`src/rtl/alu_exec_ctrl_pkg.sv`:
```
// Shared definitions for the ALU execution sequencer: FSM states, op_code
// field positions and the bit positions inside the architectural flag register.
package alu_exec_ctrl_pkg;

    localparam int DEFAULT_DATA_W = 8;
    localparam int DEFAULT_RN_W   = 3;

    typedef enum logic [2:0] {
        ST_IDLE = 3'd0,
        ST_RD0  = 3'd1,
        ST_RD1  = 3'd2,
        ST_EXEC = 3'd3,
        ST_WB   = 3'd4
    } state_t;

    localparam int OP_AF_HI  = 7;
    localparam int OP_AF_LO  = 4;
    localparam int OP_ASEL   = 3;
    localparam int OP_BSEL   = 2;
    localparam int OP_DEST   = 1;
    localparam int OP_FLAGEN = 0;

    localparam int FLAG_P   = 3;
    localparam int FLAG_POS = 2;
    localparam int FLAG_C   = 1;
    localparam int FLAG_Z   = 0;

endpackage

```
`src/rtl/alu_exec_ctrl_if.sv`:
```
// Op request/completion handshake between an issuing master and the ALU
// execution sequencer.
interface alu_exec_ctrl_if #(
    parameter int RN_W = 3
);
    logic            op_valid;
    logic            op_ready;
    logic [7:0]      op_code;
    logic [RN_W-1:0] op_rn;
    logic [7:0]      op_imm;
    logic            op_done;
    logic            busy;

    modport master (
        output op_valid, op_code, op_rn, op_imm,
        input  op_ready, op_done, busy
    );

    modport slave (
        input  op_valid, op_code, op_rn, op_imm,
        output op_ready, op_done, busy
    );
endinterface

```
`src/rtl/alu_exec_ctrl.sv`:
```
// Five-state sequencer for the 8-bit ALU: reads R0 and RN, drives the ALU,
// captures result/flags and writes the result back to the register file.
module alu_exec_ctrl
    import alu_exec_ctrl_pkg::*;
#(
    parameter int              DATA_W  = DEFAULT_DATA_W,
    parameter int              RN_W    = DEFAULT_RN_W,
    parameter logic [RN_W-1:0] R0_ADDR = '0
) (
    input  logic              clk,
    input  logic              rst_n,
    alu_exec_ctrl_if.slave    op,
    output logic [RN_W-1:0]   rf_rd_addr,
    input  logic [DATA_W-1:0] rf_rd_data,
    output logic              rf_we,
    output logic [RN_W-1:0]   rf_wr_addr,
    output logic [DATA_W-1:0] rf_wr_data,
    output logic [3:0]        alu_s_af,
    output logic              alu_s3,
    output logic              alu_s4,
    output logic [DATA_W-1:0] alu_r0,
    output logic [DATA_W-1:0] alu_rn,
    output logic [DATA_W-1:0] alu_or2,
    output logic              alu_cin,
    input  logic [DATA_W-1:0] alu_out,
    input  logic [3:0]        alu_flags,
    output logic [3:0]        flags_q
);

    state_t            state_q;
    logic              ready_q;
    logic [7:0]        opCode_q;
    logic [RN_W-1:0]   rn_q;
    logic [RN_W-1:0]   rdAddr_q;
    logic [3:0]        sAf_q;
    logic              s3_q;
    logic              s4_q;
    logic [DATA_W-1:0] r0_q;
    logic [DATA_W-1:0] rnData_q;
    logic [DATA_W-1:0] or2_q;
    logic              we_q;
    logic [RN_W-1:0]   wrAddr_q;
    logic [DATA_W-1:0] wrData_q;
    logic              done_q;

    // Carry-in comes from the flags as they stood before this op's EXEC,
    // so multi-byte ADC/SBC chains see the previous op's carry.
    assign alu_cin    = flags_q[FLAG_C];
    assign op.op_ready = ready_q;
    assign op.busy     = ~ready_q;
    assign op.op_done  = done_q;
    assign rf_rd_addr  = rdAddr_q;
    assign rf_we       = we_q;
    assign rf_wr_addr  = wrAddr_q;
    assign rf_wr_data  = wrData_q;
    assign alu_s_af    = sAf_q;
    assign alu_s3      = s3_q;
    assign alu_s4      = s4_q;
    assign alu_r0      = r0_q;
    assign alu_rn      = rnData_q;
    assign alu_or2     = or2_q;

    always_ff @(posedge clk or negedge rst_n) begin
        if (!rst_n) begin
            state_q  <= ST_IDLE;
            ready_q  <= 1'b1;
            opCode_q <= '0;
            rn_q     <= '0;
            rdAddr_q <= '0;
            sAf_q    <= '0;
            s3_q     <= 1'b0;
            s4_q     <= 1'b0;
            r0_q     <= '0;
            rnData_q <= '0;
            or2_q    <= '0;
            flags_q  <= '0;
            we_q     <= 1'b0;
            wrAddr_q <= '0;
            wrData_q <= '0;
            done_q   <= 1'b0;
        end else begin
            we_q   <= 1'b0;
            done_q <= 1'b0;
            unique case (state_q)
                ST_IDLE: begin
                    if (op.op_valid) begin
                        opCode_q <= op.op_code;
                        rn_q     <= op.op_rn;
                        or2_q    <= op.op_imm;
                        sAf_q    <= op.op_code[OP_AF_HI:OP_AF_LO];
                        s3_q     <= op.op_code[OP_ASEL];
                        s4_q     <= op.op_code[OP_BSEL];
                        rdAddr_q <= R0_ADDR;
                        ready_q  <= 1'b0;
                        state_q  <= ST_RD0;
                    end
                end
                ST_RD0: begin
                    r0_q     <= rf_rd_data;
                    rdAddr_q <= rn_q;
                    state_q  <= ST_RD1;
                end
                ST_RD1: begin
                    rnData_q <= rf_rd_data;
                    rdAddr_q <= R0_ADDR;
                    state_q  <= ST_EXEC;
                end
                // Result and write-back controls are registered here so they
                // appear together as a single-cycle pulse during WB.
                ST_EXEC: begin
                    wrData_q <= alu_out;
                    wrAddr_q <= opCode_q[OP_DEST] ? rn_q : R0_ADDR;
                    we_q     <= 1'b1;
                    done_q   <= 1'b1;
                    if (opCode_q[OP_FLAGEN]) begin
                        flags_q <= alu_flags;
                    end
                    state_q  <= ST_WB;
                end
                ST_WB: begin
                    ready_q <= 1'b1;
                    state_q <= ST_IDLE;
                end
                default: begin
                    ready_q <= 1'b1;
                    state_q <= ST_IDLE;
                end
            endcase
        end
    end

endmodule

```
`src/flat_wrapper.sv`:
```
// flat-port wrapper written by rule: the top's interface ports become plain ports
module alu_exec_ctrl_flat import alu_exec_ctrl_pkg::*;
#(
    parameter int              DATA_W  = DEFAULT_DATA_W,
    parameter int              RN_W    = DEFAULT_RN_W,
    parameter logic [RN_W-1:0] R0_ADDR = '0
)
  (clk, rst_n, rf_rd_addr, rf_rd_data, rf_we, rf_wr_addr, rf_wr_data, alu_s_af, alu_s3, alu_s4, alu_r0, alu_rn, alu_or2, alu_cin, alu_out, alu_flags, flags_q, op_op_valid, op_op_code, op_op_rn, op_op_imm, op_op_ready, op_op_done, op_busy);
  alu_exec_ctrl_if #(.RN_W(RN_W)) op_i ();
  input  logic clk;
  input  logic rst_n;
  output logic [RN_W-1:0] rf_rd_addr;
  input  logic [DATA_W-1:0] rf_rd_data;
  output logic rf_we;
  output logic [RN_W-1:0] rf_wr_addr;
  output logic [DATA_W-1:0] rf_wr_data;
  output logic [3:0] alu_s_af;
  output logic alu_s3;
  output logic alu_s4;
  output logic [DATA_W-1:0] alu_r0;
  output logic [DATA_W-1:0] alu_rn;
  output logic [DATA_W-1:0] alu_or2;
  output logic alu_cin;
  input  logic [DATA_W-1:0] alu_out;
  input  logic [3:0] alu_flags;
  output logic [3:0] flags_q;
  input wire logic [$bits(op_i.op_valid)-1:0] op_op_valid;
  input wire logic [$bits(op_i.op_code)-1:0] op_op_code;
  input wire logic [$bits(op_i.op_rn)-1:0] op_op_rn;
  input wire logic [$bits(op_i.op_imm)-1:0] op_op_imm;
  output wire logic [$bits(op_i.op_ready)-1:0] op_op_ready;
  output wire logic [$bits(op_i.op_done)-1:0] op_op_done;
  output wire logic [$bits(op_i.busy)-1:0] op_busy;
  assign op_i.op_valid = op_op_valid;
  assign op_i.op_code = op_op_code;
  assign op_i.op_rn = op_op_rn;
  assign op_i.op_imm = op_op_imm;
  assign op_op_ready = op_i.op_ready;
  assign op_op_done = op_i.op_done;
  assign op_busy = op_i.busy;
  alu_exec_ctrl #(.DATA_W(DATA_W), .RN_W(RN_W), .R0_ADDR(R0_ADDR)) u_core (.clk(clk), .rst_n(rst_n), .op(op_i), .rf_rd_addr(rf_rd_addr), .rf_rd_data(rf_rd_data), .rf_we(rf_we), .rf_wr_addr(rf_wr_addr), .rf_wr_data(rf_wr_data), .alu_s_af(alu_s_af), .alu_s3(alu_s3), .alu_s4(alu_s4), .alu_r0(alu_r0), .alu_rn(alu_rn), .alu_or2(alu_or2), .alu_cin(alu_cin), .alu_out(alu_out), .alu_flags(alu_flags), .flags_q(flags_q));
endmodule
```
`config.mk`:
```
export PLATFORM = sky130hd
export DESIGN_NAME = alu_exec_ctrl_flat
export DESIGN_NICKNAME = d
export VERILOG_FILES = /design/src/rtl/alu_exec_ctrl_pkg.sv /design/src/rtl/alu_exec_ctrl_if.sv /design/src/rtl/alu_exec_ctrl.sv /design/src/flat_wrapper.sv
export SDC_FILE = /design/constraint.sdc
export NUM_CORES = 1
export LEC_CHECK = 0
export CORE_MARGIN = 2
export CORE_UTILIZATION = 40
export CTS_BUF_LIST = sky130_fd_sc_hd__clkbuf_4
export CTS_CLUSTER_DIAMETER = 60
export CTS_CLUSTER_SIZE = 25
export DETAILED_ROUTE_END_ITERATION = 10
export PLACE_DENSITY = 0.78
export SETUP_SLACK_MARGIN = 0.15
export SLEW_MARGIN = 15
export SYNTH_ARGS = -nofsm -noshare
export SYNTH_HDL_FRONTEND = slang
export SYNTH_SLANG_ARGS = --single-unit
```
`constraint.sdc`:
```
create_clock -name clk -period 1.5 [get_ports clk]
set_input_delay 0.15 -clock clk [delete_from_list [all_inputs] [get_ports clk]]
set_output_delay 0.15 -clock clk [all_outputs]
set_load 0.01 [all_outputs]
```
==> Yosys cells after proc, flatten, opt, wreduce, memory -nomap -nowiden <==
Index checks and enable logic that the tools add are counted.
{ "op_classes": {"n_reduce_logical": 7, "eq_ne": 4, "n_mux": 8, "shifts": 0, "bitwise": 2, "n_lt_le_gt_ge": 0, "mul": 0, "div": 0, "addsub": 0} }
{ "op_table": {"columns": ["cell", "n"], "rows": [
  ["$pmux 3 s4", 1],
  ["$mux 3", 3],
  ["$pmux 3 s3", 1],
  ["$reduce_and 2->1", 4],
  ["$eq 3x2->1 const B", 2],
  ["$eq 3x1->1 const B", 1],
  ["$logic_not 3->1", 1],
  ["$reduce_bool 3->1", 1],
  ["$reduce_or 3->1", 1],
  ["$mux 1", 2],
  ["$ne 2x2->1 const B", 1],
  ["$not 1->1", 2],
  ["$pmux 1 s2", 1]
]} }
{ "totals": {"regBits": 58, "latch_bits": 0, "n_memories": 0, "in_bits": 42, "ramBits": 0, "rom_bits": 0} }

==> Logic depth before layout (Yosys ltp) <==
{ "depth": {"ltp_word": 4, "depth_mapped": 4, "mapped_depth_nobuf": 2} }

==> Least setup slack after synthesis <==
No wires, ideal clock.
{ "synth_path": {"path_kind": "register to register", "from": "reg u_core.state_q[1]", "to": "reg u_core.s3_q, in the netlist u_core.alu_s3", "setup_ns": 0.125, "t_arrival_ns": 1.301, "required_ns": 1.375, "synth_period_minus_slack_ns": 1.426, "slack_ns": 0.074, "path_buffers": 2, "stages_incl_launch_ff": 5, "cell_sequence": "dfrtp_1 nor4b_2 buf_4 buf_12 mux2_4"} }
{ "synth_between": {"elab_chain_cells": 2} }
{ "synth_lines": {"columns": ["item", "line", "text"], "rows": [
  ["start, declared", "alu_exec_ctrl.sv:30", "state_t state_q;"],
  ["start signal, assigned", "alu_exec_ctrl.sv:65", "state_q <= ST_IDLE;"],
  ["start signal, assigned", "alu_exec_ctrl.sv:95", "state_q <= ST_RD0;"],
  ["start signal, assigned", "alu_exec_ctrl.sv:101", "state_q <= ST_RD1;"],
  ["$logic_not 3->1", "alu_exec_ctrl.sv:84", "unique case (state_q)"],
  ["$reduce_and 2->1 (no source line)", null, null],
  ["end signal, assigned", "alu_exec_ctrl.sv:91", "s3_q <= op.op_code[OP_ASEL];"],
  ["end, declared", "alu_exec_ctrl.sv:36", "logic s3_q;"]
]} }
Every way passes these cells.
A chain may end at the register's enable or synchronous reset.

==> Final worst setup path <==
{ "layout_path": {"from": "reg u_core.state_q[1]", "to": "reg u_core.sAf_q[0], in the netlist u_core.alu_s_af[0]"} }
{ "layout_between": {"elab_chain_cells": 2} }
{ "layout_lines": {"columns": ["item", "line", "text"], "rows": [
  ["$logic_not 3->1", "alu_exec_ctrl.sv:84", null],
  ["$reduce_and 2->1 (no source line)", null, null],
  ["end signal, assigned", "alu_exec_ctrl.sv:90", "sAf_q <= op.op_code[OP_AF_HI:OP_AF_LO];"],
  ["end, declared", "alu_exec_ctrl.sv:35", "logic [3:0] sAf_q;"]
]} }
Every way passes these cells.

==> reports/metrics.cfg <==
[timing]
period_share_pct = 98.0
min_period_ns = 1.47
max_freq_mhz = 680
max_slew.worst_pin.slew_ns = 0.494
finalHoldViolCount = 0
hold_ws_ns = 0.259
finClkSkew_ns = 0.0102
rsz0062_at_grt = true
setup_viol = 0
finalSetupTns_ns = 0
slew_viol_final = 0
slew_headroom_pct = 67.1

[floorplanning]
fp-row-count = 27
io_pins = 95
die_h_um = 80.7
start_util_pct = 42.0
die_width_um = 80.7
fp.coreArea_um2 = 5610
dieArea_um2 = 6520

[drt]
met3RoutedLength_um = 293
routed_wl_um = 5130
met2_length_um = 2520
routedWlPerCell_um = 15.0
vias_per_cell = 4.69
first_pass_iters = 4
wirelength_met1_um = 2220
ant_nets = 0
drt-initial-drc-count = 37
vias = 1609
drc = 0
routed.top_layer = met4

[critical_path]
reg2reg_depth = 4
r2r_slack_ns = 0.03
path_cells = nor4b_4 -> buf_6 -> clkbuf_16 -> mux2_4
crit_start = u_core.state_q[1]$_DFFE_PN0P_
critPathMaxStageDelay_ns = 0.45
critPathKind = register to register
worstSetupStartpointType = register
critPathMaxFanout = 5
crit-reg2reg-launch = u_core.state_q[1]$_DFFE_PN0P_
worst_ep_arrival_time_ns = 1.73
r2r_end = u_core.alu_s_af[0]$_DFFE_PN0P_
critPathSlowestCell = dfrtp_2
cp_data_required_time_ns = 1.76
end_kind = register

[place]
hpwlAfterDp_um = 3540
place_inst = 318
portBuffers = 94
gp_congestion = 0.727

[power_and_ir_drop]
p_sw_mw = 2.46
combPwrFrac_pct = 52.5
leakage_nw = 1.81
power_frac_seq_pct = 36.5
intPower_mw = 5.24
powerDensity_nw_per_um2 = 2050
total_power_mw = 7.71
power_frac_clock_pct = 11.0
ir_worst_vdd_mv = 0.990
swShare_pct = 31.9

[synthesis]
synthTopCellsByCount = dfrtp_1 (57), mux2_2 (37), mux2_4 (10)
syn-mean-instance-area_um2 = 16.0
synth_area_um2 = 2350
ys_types = 25
syn_nets = 189
yosysTopAreaCell = dfrtp_1
synth_edf_count = 0
ys_seq_elements = 58
synth_seq_area_share_pct = 61.7
synth.top_cell.area_share_pct = 60.6
syn-instance-count = 147
yosysMostFrequentCell = dfrtp_1
ys.flop_type = dfrtp_1
synthArstFlopShare_pct = 100
ys.warnings.count = 0
ys_top_cells_by_area = dfrtp_1 (61%), mux2_2 (18%), mux2_4 (6.4%), nor3b_4 (1.6%), a221o_1 (1.3%)

[finish]
drive_above_1_share_pct = 33.6
layout.cells.non_filler = 343
multiInputGateArea_um2 = 911
seq_area_um2 = 1460
num-nets-final = 310
n_antenna_cell = 0
final_util_pct = 67.0
area_growth_pct = 59.7
fill_cells = 464

[grt]
grt_antenna_before_repair = 0
grt_pass1_wl_um = 7530
grt_pass1_vias = 1576
gr-total-overflow = 0
grt_max_degree = 26
grt_util_all_layers_pct = 15.8

[clock_network]
cts_tree = yes
cts-buffers-inserted = 9
clock_latency_ns = 0.38
clockBufferDepth = 2
clk_pin_slew_worst_paths_ns = 0.09
cts_num_sinks = 58
cts-root-buf = clkbuf_4
htree_levels = 3

[flow_run]
drv_cap = 0

[worst_hold_path]
hp-class = primary input to asynchronous set/reset pin

[run_status]
status = finished, final reports clean

==> per-layer routing <==
layer	GRT usage, %	up-vias
met5	0	-
met4	8.14	0
met3	4.83	10
met2	24.9	58
met1	19.8	783
li1	-	758
==> worst max path at each step <==
stage,slack [ns],cells after the start,end
after detailed placement,-0.11,4,u_core.alu_or2[7]$_DFFE_PN0P_
final,0.03,4,u_core.alu_s_af[0]$_DFFE_PN0P_
after CTS,0.03,3,u_core.alu_or2[7]$_DFFE_PN0P_
after floorplan,0.09,4,u_core.alu_s3$_DFFE_PN0P_
after global placement,-0.06,4,u_core.alu_or2[5]$_DFFE_PN0P_
after global routing,-0.03,4,u_core.alu_s4$_DFFE_PN0P_
==> flip-flops by register name (all words and copies together), names as in the netlist <==
name and flops:
u_core.alu_or2 8, u_core.alu_r0 8, u_core.alu_rn 8, u_core.rf_wr_data 8, u_core.alu_s_af 4, u_core.flags_q 4, u_core.rf_rd_addr 3, u_core.rf_wr_addr 3
u_core.rn_q 3, u_core.state_q 3, u_core.opCode_q 2, u_core.alu_s3 1, u_core.alu_s4 1, u_core.op.op_ready 1, u_core.rf_we 1
==> per-stage QoR <==
| step | area [um2] | setup slack [ns] |
|---|---|---|
| 2_1_floorplan | 2360 | 0.0945 |
| 3_3_place_gp | 3480 | -0.0624 |
| 3_5_place_dp | 3480 | -0.113 |
| 4_1_cts | 3610 | 0.0264 |
| 5_1_grt | 3760 | -0.0271 |
| 6_report | 3760 | 0.0302 |
==> cell type report <==
class	instances	share of cell area, %
Sequential cell	58	38.7
Timing Repair Buffer	118	31.5
Multi-Input combinational cell	75	24.2
Tap cell	72	2.40
Clock buffer	10	2.00
Inverter	6	0.599
Clock inverter	4	0.566
==> repair_timing <==
item	in CTS	in global routing
resized for setup	73	18
gates cloned	0	3
hold buffers	1	0
pin swaps	1	6
setup endpoints to repair	100	49
setup buffers	3	4
endpoints found under the hold margin	16	0
==> placed cells by master, fill, tap and decap left out, drive strengths merged <==
cell           synthesis  layout
a21o                   1       1
a221o                  3       3
and2b                  2       2
buf                    8      22
clkbuf                 0      13
clkdlybuf4s15          0       1
clkdlybuf4s50          0      40
clkinv                 0       3
clkinvlp               0       1
dfrtp                 57      57
dfstp                  1       1
dlygate4sd2            0      51
dlygate4sd3            0       1
inv                    6       6
mux2                  47      47
mux2i                  3       3
nand2                  3       3
nand3b                 1       1
nand4b                 1       1
nor2                   2       2
nor2b                  2       2
nor3                   1       1
nor3b                  3       3
nor4b                  4       4
o21bai                 1       1
xnor2                  1       1
==> power groups by stage <==
stage / Combinational [mW] / Clock [mW] / Sequential [mW]
after floorplan: 1.73 / 0 / 3.09
after global placement: 3.89 / 0 / 2.82
after detailed placement: 3.98 / 0 / 2.83
after CTS: 3.76 / 0.883 / 2.80
after global routing: 4.31 / 0.974 / 2.91
final: 4.05 / 0.849 / 2.81
==> logic make-up (layout without fill, tap and decap cells) <==
| kind of cell | count (synthesis) | in the layout | synth area share (%) |
|---|---|---|---|
| flip-flops | 58 | 58 | 61.7 |
| XOR/XNOR | 1 | 1 | 0.372 |
| multiplexers | 50 | 50 | 25.3 |
| AND/OR/NAND/NOR | 19 | 19 | 6.54 |
| AO/OA/AOI/OAI | 5 | 5 | 1.91 |
| buffers and inverters | 14 | 138 | 4.14 |
==> worst max-delay path, delay by kind of cell, from the launching register on <==
kind,cells,cell delay (ns)
DFF,1,0.45
buffers and inverters,2,0.33
muxes,1,0.29
and+or+nand+nor,1,0.28
No activity file was read; power rests on OpenSTA's default activity.
